## src/rtl/rs_pkg.sv

```systemverilog
// rs_pkg: shared constants and types for the Reed-Solomon GF(256) decoder.
//   GF_POLY    low byte of the field polynomial 0x11D (alpha = 0x02)
//   NSYM       number of error-locator coefficients held
//   T_MAX      maximum number of correctable symbol errors
//   state_e    Chien search controller states
//   ALPHA_INV  alpha^(255-j mod 255): per-coefficient step for the Chien search
//   poly_degree  index of the highest non-zero byte of a locator word
package rs_pkg;

  localparam logic [7:0]  GF_POLY = 8'h1D;
  localparam int unsigned NSYM    = 16;
  localparam int unsigned T_MAX   = 8;

  typedef enum logic [1:0] {
    IDLE,
    SCAN,
    DONE
  } state_e;

  // Entry j multiplies coefficient j once per scanned position, so after p
  // steps reg_j holds C_j * alpha^(-j*p) and the XOR of all regs is
  // Lambda(alpha^-p).
  localparam logic [7:0] ALPHA_INV [NSYM] = '{
    8'h01, 8'h8E, 8'h47, 8'hAD, 8'hD8, 8'h6C, 8'h36, 8'h1B,
    8'h83, 8'hCF, 8'hE9, 8'hFA, 8'h7D, 8'hB0, 8'h58, 8'h2C
  };

  // Highest j with a non-zero coefficient; 0 for an all-zero word.
  function automatic logic [3:0] poly_degree(input logic [NSYM*8-1:0] poly);
    logic [3:0] deg;
    deg = '0;
    for (int unsigned j = 0; j < NSYM; j++) begin
      if (poly[j*8 +: 8] != '0) deg = 4'(j);
    end
    return deg;
  endfunction

endpackage

```

## src/rtl/gf256_mul.sv

```systemverilog
// gf256_mul: combinational GF(2^8) multiplier over the field polynomial 0x11D.
//   a_i  operand A
//   b_i  operand B (tie to a constant for a constant multiplier)
//   p_o  product A*B
module gf256_mul
  import rs_pkg::*;
(
  input  logic [7:0] a_i,
  input  logic [7:0] b_i,
  output logic [7:0] p_o
);

  logic [7:0] acc;
  logic [7:0] sh;

  // Shift-and-add: sh walks through a*x^i reduced modulo the field polynomial.
  always_comb begin
    acc = '0;
    sh  = a_i;
    for (int unsigned i = 0; i < 8; i++) begin
      if (b_i[i]) acc = acc ^ sh;
      sh = {sh[6:0], 1'b0} ^ (sh[7] ? GF_POLY : 8'h00);
    end
    p_o = acc;
  end

endmodule

```

## src/rtl/rs_chien_search.sv

```systemverilog
// rs_chien_search: Chien search for the GF(256) RS decoder (t = 8).
// Evaluates the error locator Lambda(x) at alpha^-p for p = 0..N_LEN-1, one
// position per clock, pulses each root as an error position and flags
// decode failure when the root count disagrees with deg(Lambda).
//   clk        clock
//   rst        synchronous active-high reset
//   poly_in    Lambda coefficients, byte j = C_j (C_0 = constant term)
//   valid_in   poly_in valid; taken only while idle
//   busy       high from the cycle after acceptance through the done cycle
//   err_valid  one-cycle pulse per root found
//   err_pos    position of the root, meaningful with err_valid
//   err_count  number of roots found, final in the done cycle
//   fail       uncorrectable flag, valid in the done cycle
//   done       one-cycle end-of-scan pulse
module rs_chien_search
  import rs_pkg::*;
#(
  parameter int unsigned N_LEN = 255,
  parameter int unsigned NCOEF = rs_pkg::NSYM,
  parameter int unsigned T_MAX = rs_pkg::T_MAX
) (
  input  logic               clk,
  input  logic               rst,
  input  logic [NCOEF*8-1:0] poly_in,
  input  logic               valid_in,
  output logic               busy,
  output logic               err_valid,
  output logic [7:0]         err_pos,
  output logic [7:0]         err_count,
  output logic               fail,
  output logic               done
);

  localparam logic [7:0] P_LAST = 8'(N_LEN - 1);

  state_e     state_q;
  logic [7:0] coef_q [NCOEF];
  logic [7:0] prod   [NCOEF];
  logic [7:0] p_q;
  logic [3:0] deg_q;
  logic       busy_q;
  logic       err_valid_q;
  logic [7:0] err_pos_q;
  logic [7:0] err_count_q;
  logic       fail_q;
  logic       done_q;

  logic [7:0] sum;
  logic       root;
  logic [7:0] cnt_next;

  for (genvar j = 0; j < NCOEF; j++) begin : g_mul
    gf256_mul u_mul (
      .a_i (coef_q[j]),
      .b_i (ALPHA_INV[j]),
      .p_o (prod[j])
    );
  end

  // coef_q[0] is multiplied by alpha^0 every step, so it keeps holding C_0
  // for the whole scan and doubles as the C_0 != 0 qualifier.
  always_comb begin
    sum = '0;
    for (int unsigned j = 0; j < NCOEF; j++) begin
      sum = sum ^ coef_q[j];
    end
    root     = (sum == '0) && (coef_q[0] != '0);
    cnt_next = err_count_q + 8'(root);
  end

  always_ff @(posedge clk) begin
    if (rst) begin
      state_q     <= IDLE;
      for (int unsigned j = 0; j < NCOEF; j++) coef_q[j] <= '0;
      p_q         <= '0;
      deg_q       <= '0;
      busy_q      <= 1'b0;
      err_valid_q <= 1'b0;
      err_pos_q   <= '0;
      err_count_q <= '0;
      fail_q      <= 1'b0;
      done_q      <= 1'b0;
    end else begin
      err_valid_q <= 1'b0;
      done_q      <= 1'b0;
      unique case (state_q)
        IDLE: begin
          if (valid_in) begin
            for (int unsigned j = 0; j < NCOEF; j++) coef_q[j] <= poly_in[j*8 +: 8];
            p_q         <= '0;
            deg_q       <= poly_degree(poly_in);
            err_count_q <= '0;
            fail_q      <= 1'b0;
            busy_q      <= 1'b1;
            state_q     <= SCAN;
          end
        end
        SCAN: begin
          for (int unsigned j = 0; j < NCOEF; j++) coef_q[j] <= prod[j];
          if (root) begin
            err_valid_q <= 1'b1;
            err_pos_q   <= p_q;
            err_count_q <= cnt_next;
          end
          p_q <= p_q + 8'd1;
          // The verdict uses cnt_next so a root at the last position counts.
          if (p_q == P_LAST) begin
            done_q  <= 1'b1;
            fail_q  <= (coef_q[0] == '0) || (32'(deg_q) > T_MAX) ||
                       (cnt_next != 8'(deg_q));
            state_q <= DONE;
          end
        end
        DONE: begin
          busy_q  <= 1'b0;
          state_q <= IDLE;
        end
        default: state_q <= IDLE;
      endcase
    end
  end

  assign busy      = busy_q;
  assign err_valid = err_valid_q;
  assign err_pos   = err_pos_q;
  assign err_count = err_count_q;
  assign fail      = fail_q;
  assign done      = done_q;

endmodule

```

## config.mk

```make
export PLATFORM = sky130hd
export DESIGN_NAME = rs_chien_search
export DESIGN_NICKNAME = d
export VERILOG_FILES = /design/src/rtl/rs_pkg.sv /design/src/rtl/gf256_mul.sv /design/src/rtl/rs_chien_search.sv
export SDC_FILE = /design/constraint.sdc
export NUM_CORES = 1
export LEC_CHECK = 0
export ABC_AREA = 0
export CAP_MARGIN = 10
export CORE_MARGIN = 2
export CORE_UTILIZATION = 48
export DETAILED_ROUTE_END_ITERATION = 10
export GPL_TIMING_DRIVEN = 0
export PLACE_DENSITY_LB_ADDON = 0.2
export SLEW_MARGIN = 0
export SYNTH_ARGS = -nofsm -noshare
export SYNTH_HDL_FRONTEND = slang
export SYNTH_SLANG_ARGS = --single-unit
```

## constraint.sdc

```tcl
create_clock -name clk -period 3.4 [get_ports clk]
set_clock_uncertainty 0.05 [all_clocks]
set_input_delay 0.68 -clock clk [delete_from_list [all_inputs] [get_ports clk]]
set_output_delay 0.68 -clock clk [all_outputs]
set_load 0.02 [all_outputs]
```

==> flow_metrics.env, run 1 <==
export IMPL_hold_path_class="flop to flop"
export IMPL_p_leak_nw=4.74
export IMPL_clk_path_buf_depth=2
export IMPL_synth_warnings=0
export IMPL_insertion_delay_ns=0.44
export IMPL_synth_cell_types=42
export IMPL_totalWireLength_um=29400
export IMPL_die_area_um2=23000
export IMPL_yosys_area_top_type="edfxtp_1"
export IMPL_dr_first_iter_drc_count=625
export IMPL_portBuffers=150
export IMPL_syn_mean_instance_area_um2=9.87
export IMPL_critical_path_arrival_ns=3.51
export IMPL_pre_cts_ws_ns=-0.308
export IMPL_fillers=1863
export IMPL_status="complete, no violations"
export IMPL_yosys_cell_count_top_type="xnor2_1"
export IMPL_p_sw_w=0.00326
export IMPL_syn_num_nets=1197
export IMPL_core_area_um2=21600
export IMPL_synthCells=1062
export IMPL_place_inst=1493
export IMPL_yosysTopAreaCellShare_pct=36.7
export IMPL_rsz0062_at_grt="false"
export IMPL_root_buffer="clkbuf_16"
export IMPL_synth_seq_area_share_pct=43.2
export IMPL_final_cells=1540
export IMPL_fmax_mhz=310
export IMPL_tightest_slew_ns=0.706
export IMPL_finalCritPeriodShare_pct=94.8
export IMPL_vdd_ir_drop_worst_mv=0.353
export IMPL_fin_setup_tns_ns=0
export IMPL_multiInputGateArea_um2=5950
export IMPL_dp_hpwl_um=21900
export IMPL_async_flop_share_pct=0
export IMPL_ant_nets=0
export IMPL_critPathKind="flop to flop"
export IMPL_path_clk_slew_ns=0.07
export IMPL_fin_ws_ns=0.176
export IMPL_nNetsFinal=1382
export IMPL_diodes=0
export IMPL_ys_ff_latch=162
export IMPL_wire_per_inst_um=19.1
export IMPL_area_delta_synth_final_pct=27.6
export IMPL_cp_start_kind="flop"
export IMPL_drc=0
export IMPL_die_w_um=152
export IMPL_netlist_area_um2=10500
export IMPL_power_density_nw_per_um2=656
export IMPL_gp_congestion=0.908
export IMPL_crit_required_ns=3.68
export IMPL_initial_core_util_pct=48.5
export IMPL_synth_edf_count=128
export IMPL_h_tree_depth=4
export IMPL_ys_top_cells_by_count="xnor2_1, edfxtp_1, nor2_1"
export IMPL_sw_frac_of_total_pct=37.2
export IMPL_cts_tree="done"
export IMPL_yosys_top_cells_area="edfxtp_1, xnor2_1, xor2_1"
export IMPL_path_max_fanout=7
export IMPL_fin_crit_ns=3.22
export IMPL_grt_max_degree=49
export IMPL_worst_hold_slack_ns=0.405
export IMPL_ios=151
export IMPL_overflow=0
export IMPL_grt_pass1_wl_um=44600
export IMPL_numCtsBuffers=17
export IMPL_grt_usage_pct=25.8
export IMPL_setup_viol=0
export IMPL_slew_headroom_pct=52.5
export IMPL_layout_drive_gt1_share_pct=9.68
export IMPL_antenna_found_initial=0
export IMPL_vias_per_cell=5.52
export IMPL_die_h_um=152
export IMPL_seqPwrFrac_pct=32.1
export IMPL_hold_viol_final=0
export IMPL_core_rowCount=54
export IMPL_clock_power_share_pct=22.1
export IMPL_cap_violations=0
export IMPL_via_count=8508
export IMPL_cts_sinks=162
export IMPL_pwr_share_comb_pct=45.8
export IMPL_synthFlopType="edfxtp_1"
export IMPL_grt_pass1_vias=8335
export IMPL_dr_pass1_iters=5
export IMPL_slew_violations=0
export IMPL_regArea_um2=4520
export IMPL_intPower_w=0.00551
export IMPL_crit_path_end_kind="flop"
==> power groups by stage <==
stage	Clock (W)	Sequential [W]	Combinational, W
after floorplan	0	0.00275	0.00292
final	0.00194	0.00282	0.00402
after global placement	0	0.00284	0.00362
after CTS	0.00196	0.00281	0.00373
after global routing	0.00204	0.00285	0.00433
after detailed placement	0	0.00284	0.00366
==> path summary, 6_finish.rpt <==
| path | start | end | slack (ns) | cells after the start |
|---|---|---|---|---|
| setup / recovery | coef_q[0][114] | err_count[5] | 0.18 | 14 |
| hold / removal | fail | fail | 0.41 | 2 |
| setup reg to reg | coef_q[0][114] | err_count[5] | 0.18 | 14 |
| hold reg to reg | fail | fail | 0.41 | 2 |
==> cell type report <==
class                   count  area share (%)
multi-input cells         828            44.5
flip-flops and latches    162            33.8
repair buffers            166            12.3
clock buffers              18            3.28
well taps                 280            2.62
plain buffers              64            2.12
clock inverters            14            1.07
inverters                   8           0.225
==> routing by layer <==
metal	global-route usage [%]	vias to the layer above	routed length, µm
li1	-	4077	-
met3	5.18	41	2310
met1	34.3	4043	12400
met2	42.6	347	14100
met4	7.59	0	610
met5	0	-	0
==> critical path: stages, from the launching register on <==
cell	delay, ns
edfxtp_1	0.35
clkbuf_2	0.17
xnor2_1	0.29
xnor2_1	0.19
xnor2_1	0.19
xnor2_1	0.16
nand4_2	0.18
nor3b_4	0.25
ha_2	0.24
nand3_2	0.17
nor2_2	0.16
inv_1	0.08
nor4_2	0.26
a22oi_1	0.10
a211oi_1	0.28
==> stage by stage <==
stage	utilization, %	total power, W	instance area [µm²]
floorplan	-	0.00567	10500
global placement	57.0	0.00646	12300
global route	61.8	0.00921	13400
detailed placement	57.1	0.00650	12400
CTS	60.1	0.00849	13000
finish	61.8	0.00877	13400
==> placed cells by master (no fill, tap or decap), types with 2 or more instances in the layout <==
cell type,n
dfxtp_1,34
nor3_1,11
mux2i_1,9
a311oi_1,3
nor2_2,2
xnor2_2,37
clkinv_4,4
clkdlybuf4s50_1,150
xor2_1,85
nand2_1,92
inv_6,5
and2_1,8
buf_12,2
clkbuf_1,42
or2_2,6
nand3_1,9
nand4_1,5
inv_1,8
a22oi_1,58
nor2_1,124
ha_1,2
nand3b_1,4
or4_1,12
a22o_1,7
clkbuf_2,7
a211oi_1,29
o21ai_0,18
inv_8,2
edfxtp_1,128
buf_2,10
clkbuf_16,17
xnor2_1,218
a21oi_1,46
mux2_2,2
buf_6,2
buf_4,16
nor4_1,24
==> sequential cells by signal, indices dropped and copies added (netlist names) <==
| signal | count |
|---|---|
| busy | 1 |
| coef_q | 128 |
| deg_q | 4 |
| done | 1 |
| err_count | 8 |
| err_pos | 8 |
| err_valid | 1 |
| fail | 1 |
| p_q | 8 |
| state_q | 2 |
==> cell families (layout without fill, tap and decap cells) <==
family                   after synthesis  after routing  share of synthesized area (%)
adder cells (fa/ha/maj)                4              4                          0.478
multiplexers                          11             11                           1.07
AO/OA/AOI/OAI                        169            169                           10.7
buffers and inverters                 72            270                           2.95
flip-flops                           162            162                           43.2
AND/OR/NAND/NOR                      304            304                           13.1
XOR/XNOR                             340            340                           28.6
==> what timing repair did <==
item | CTS | global route
setup endpoints to repair | 7 | 7
pin swaps | 3 | 21
hold buffers | 0 | 0
setup buffers | 1 | 13
gates resized for setup | 9 | 40
No activity file was read; power rests on OpenSTA's default activity.
==> run 2: changes to the inputs <==
GPL_ROUTABILITY_DRIVEN = 0   (was default)
==> flow_metrics.env, run 2 (synthesized netlist as in run 1, its figures left out) <==
export IMPL_portBuffers=150
export IMPL_die_h_um=152
export IMPL_dr_pass1_iters=5
export IMPL_dp_hpwl_um=22100
export IMPL_tightest_slew_ns=0.811
export IMPL_largest_register_ffs=128
export IMPL_power_density_nw_per_um2=649
export IMPL_slowest_delay_ns=0.51
export IMPL_cpMostUsedCell="xnor2_1"
export IMPL_die_w_um=152
export IMPL_area_delta_synth_final_pct=26.3
export IMPL_path_clk_slew_ns=0.06
export IMPL_fin_setup_tns_ns=0
export IMPL_grt_pass1_wl_um=45100
export IMPL_core_area_um2=21600
export IMPL_cts_tree="done"
export IMPL_cp_top_family="simple AND/OR/NAND/NOR gates"
export IMPL_cts_sinks=162
export IMPL_die_area_um2=23000
export IMPL_crit_path_end_kind="flop"
export IMPL_cp_slowest_cell="edfxtp_1"
export IMPL_regMostFlops="coef_q"
export IMPL_p_leak_nw=4.62
export IMPL_setup_viol=0
export IMPL_layout_common_cells="xnor2_1, clkdlybuf4s50_1, edfxtp_1, nor2_1, nand2_1"
export IMPL_layout_drive_gt1_share_pct=8.19
export IMPL_core_rowCount=54
export IMPL_fin_ws_ns=0.146
export IMPL_clk_path_buf_depth=2
export IMPL_vdd_ir_drop_worst_mv=0.334
export IMPL_critPathKind="flop to flop"
export IMPL_via_count=8594
export IMPL_status="complete, no violations"
export IMPL_fmax_mhz=307
export IMPL_cap_violations=0
export IMPL_ios=151
export IMPL_vias_per_cell=5.59
export IMPL_ant_nets=0
export IMPL_fillers=1846
export IMPL_cp_start_kind="flop"
export IMPL_slew_headroom_pct=45.4
export IMPL_critical_path_arrival_ns=3.53
export IMPL_dr_first_iter_drc_count=793
export IMPL_totalWireLength_um=29700
export IMPL_critPathBufInv=0
export IMPL_numCtsBuffers=17
export IMPL_grt_usage_pct=26.1
export IMPL_slew_violations=0
export IMPL_nNetsFinal=1379
export IMPL_h_tree_depth=4
export IMPL_rsz0062_at_grt="true"
export IMPL_worstPathCellList="xor2_1 -> xnor2_1 -> xnor2_1 -> xnor2_1 -> nand4_2 -> nor3b_4 -> ha_4 -> ha_4 -> nand3_1 -> nor2_1 -> xor2_1 -> nor2_1 -> o2111ai_2 -> o21ai_1 -> nand2_1"
export IMPL_grt_pass1_vias=8207
export IMPL_diodes=0
export IMPL_antenna_found_initial=0
export IMPL_root_buffer="clkbuf_16"
export IMPL_crit_required_ns=3.67
export IMPL_grt_max_degree=49
export IMPL_insertion_delay_ns=0.44
export IMPL_overflow=0
export IMPL_hold_path_class="flop to flop"
export IMPL_pre_cts_ws_ns=-0.280
export IMPL_finalCritPeriodShare_pct=95.7
export IMPL_wire_per_inst_um=19.3
export IMPL_mostFrequentLayoutCell="xnor2_1"
export IMPL_drc=0
export IMPL_initial_core_util_pct=48.5
export IMPL_fin_crit_ns=3.25
export IMPL_hold_viol_final=0
export IMPL_path_max_fanout=5
run 2: cell types whose count changed in the layout (fill, tap and decap cells not counted), sizes merged:
cell | before | now
clkbuf | 67 | 66
clkinvlp | 1 | 3
clkinv | 5 | 6
buf | 31 | 29
inv | 15 | 12
run 2: timing repair:
item                                   4_1_cts  5_1_grt
resized for setup                            6       29
setup endpoints to repair                    7        6
gates cloned                                 0        0
setup buffers                                2       10
endpoints found under the hold margin        0        0
hold buffers                                 0        0
pin swaps                                    5       15
run 2: through the flow:
step                      utilization [%]  hold slack, ns  instance area (µm²)  power, W  std cells
final                                61.2           0.398                13200   0.00859       1537
after global routing                 61.2           0.426                13200   0.00907       1537
after CTS                            59.9           0.408                13000   0.00846       1527
after detailed placement             57.1           0.398                12400   0.00651       1493
after global placement               57.0           0.393                12300   0.00645       1492
after floorplan                         -           0.409                10500   0.00567       1062
run 2: power breakdown:
group	leakage (nW)	total, W	switching [W]	internal, W
Clock	0.265	0.00186	0.000840	0.00102
Sequential	1.70	0.00282	0.000344	0.00248
Combinational	2.65	0.00392	0.00201	0.00190
Total	4.62	0.00859	0.00320	0.00540
run 2: worst register-to-register path: cells and delay by family, from the launching register on:
kind / cells / cell delay (ns)
flip-flops: 1 / 0.51
adder cells (fa/ha/maj): 2 / 0.34
XOR/XNOR: 5 / 0.95
AND/OR/NAND/NOR: 6 / 0.99
AO/OA/AOI/OAI: 2 / 0.29
run 2: path summary, 6_finish.rpt:
kind	from	end	slack, ns	cells past startpoint
min reg2reg	fail	fail	0.40	2
min	fail	fail	0.40	2
max	coef_q[0][16]	fail	0.15	15
max reg2reg	coef_q[0][16]	fail	0.15	15
run 2: final cells by class:
cell class              count  area, µm²  area share, %
clock buffers              18        429           3.24
plain buffers              63        280           2.12
repair buffers            164       1630           12.3
well taps                 280        350           2.65
clock inverters            14        131          0.993
multi-input cells         828       5860           44.3
flip-flops and latches    162       4520           34.2
inverters                   8       30.0          0.227
run 2: per-layer routing:
metal  wire length, µm  part of all wire (%)  up-vias  track usage (%)
li1                  -                     -     4061                -
met1             12500                    42     4136             34.8
met2             14200                    48      361             42.9
met3              2330                   7.8       36             5.39
met4               597                   2.0        0             8.01
met5                 0                     0        -                0
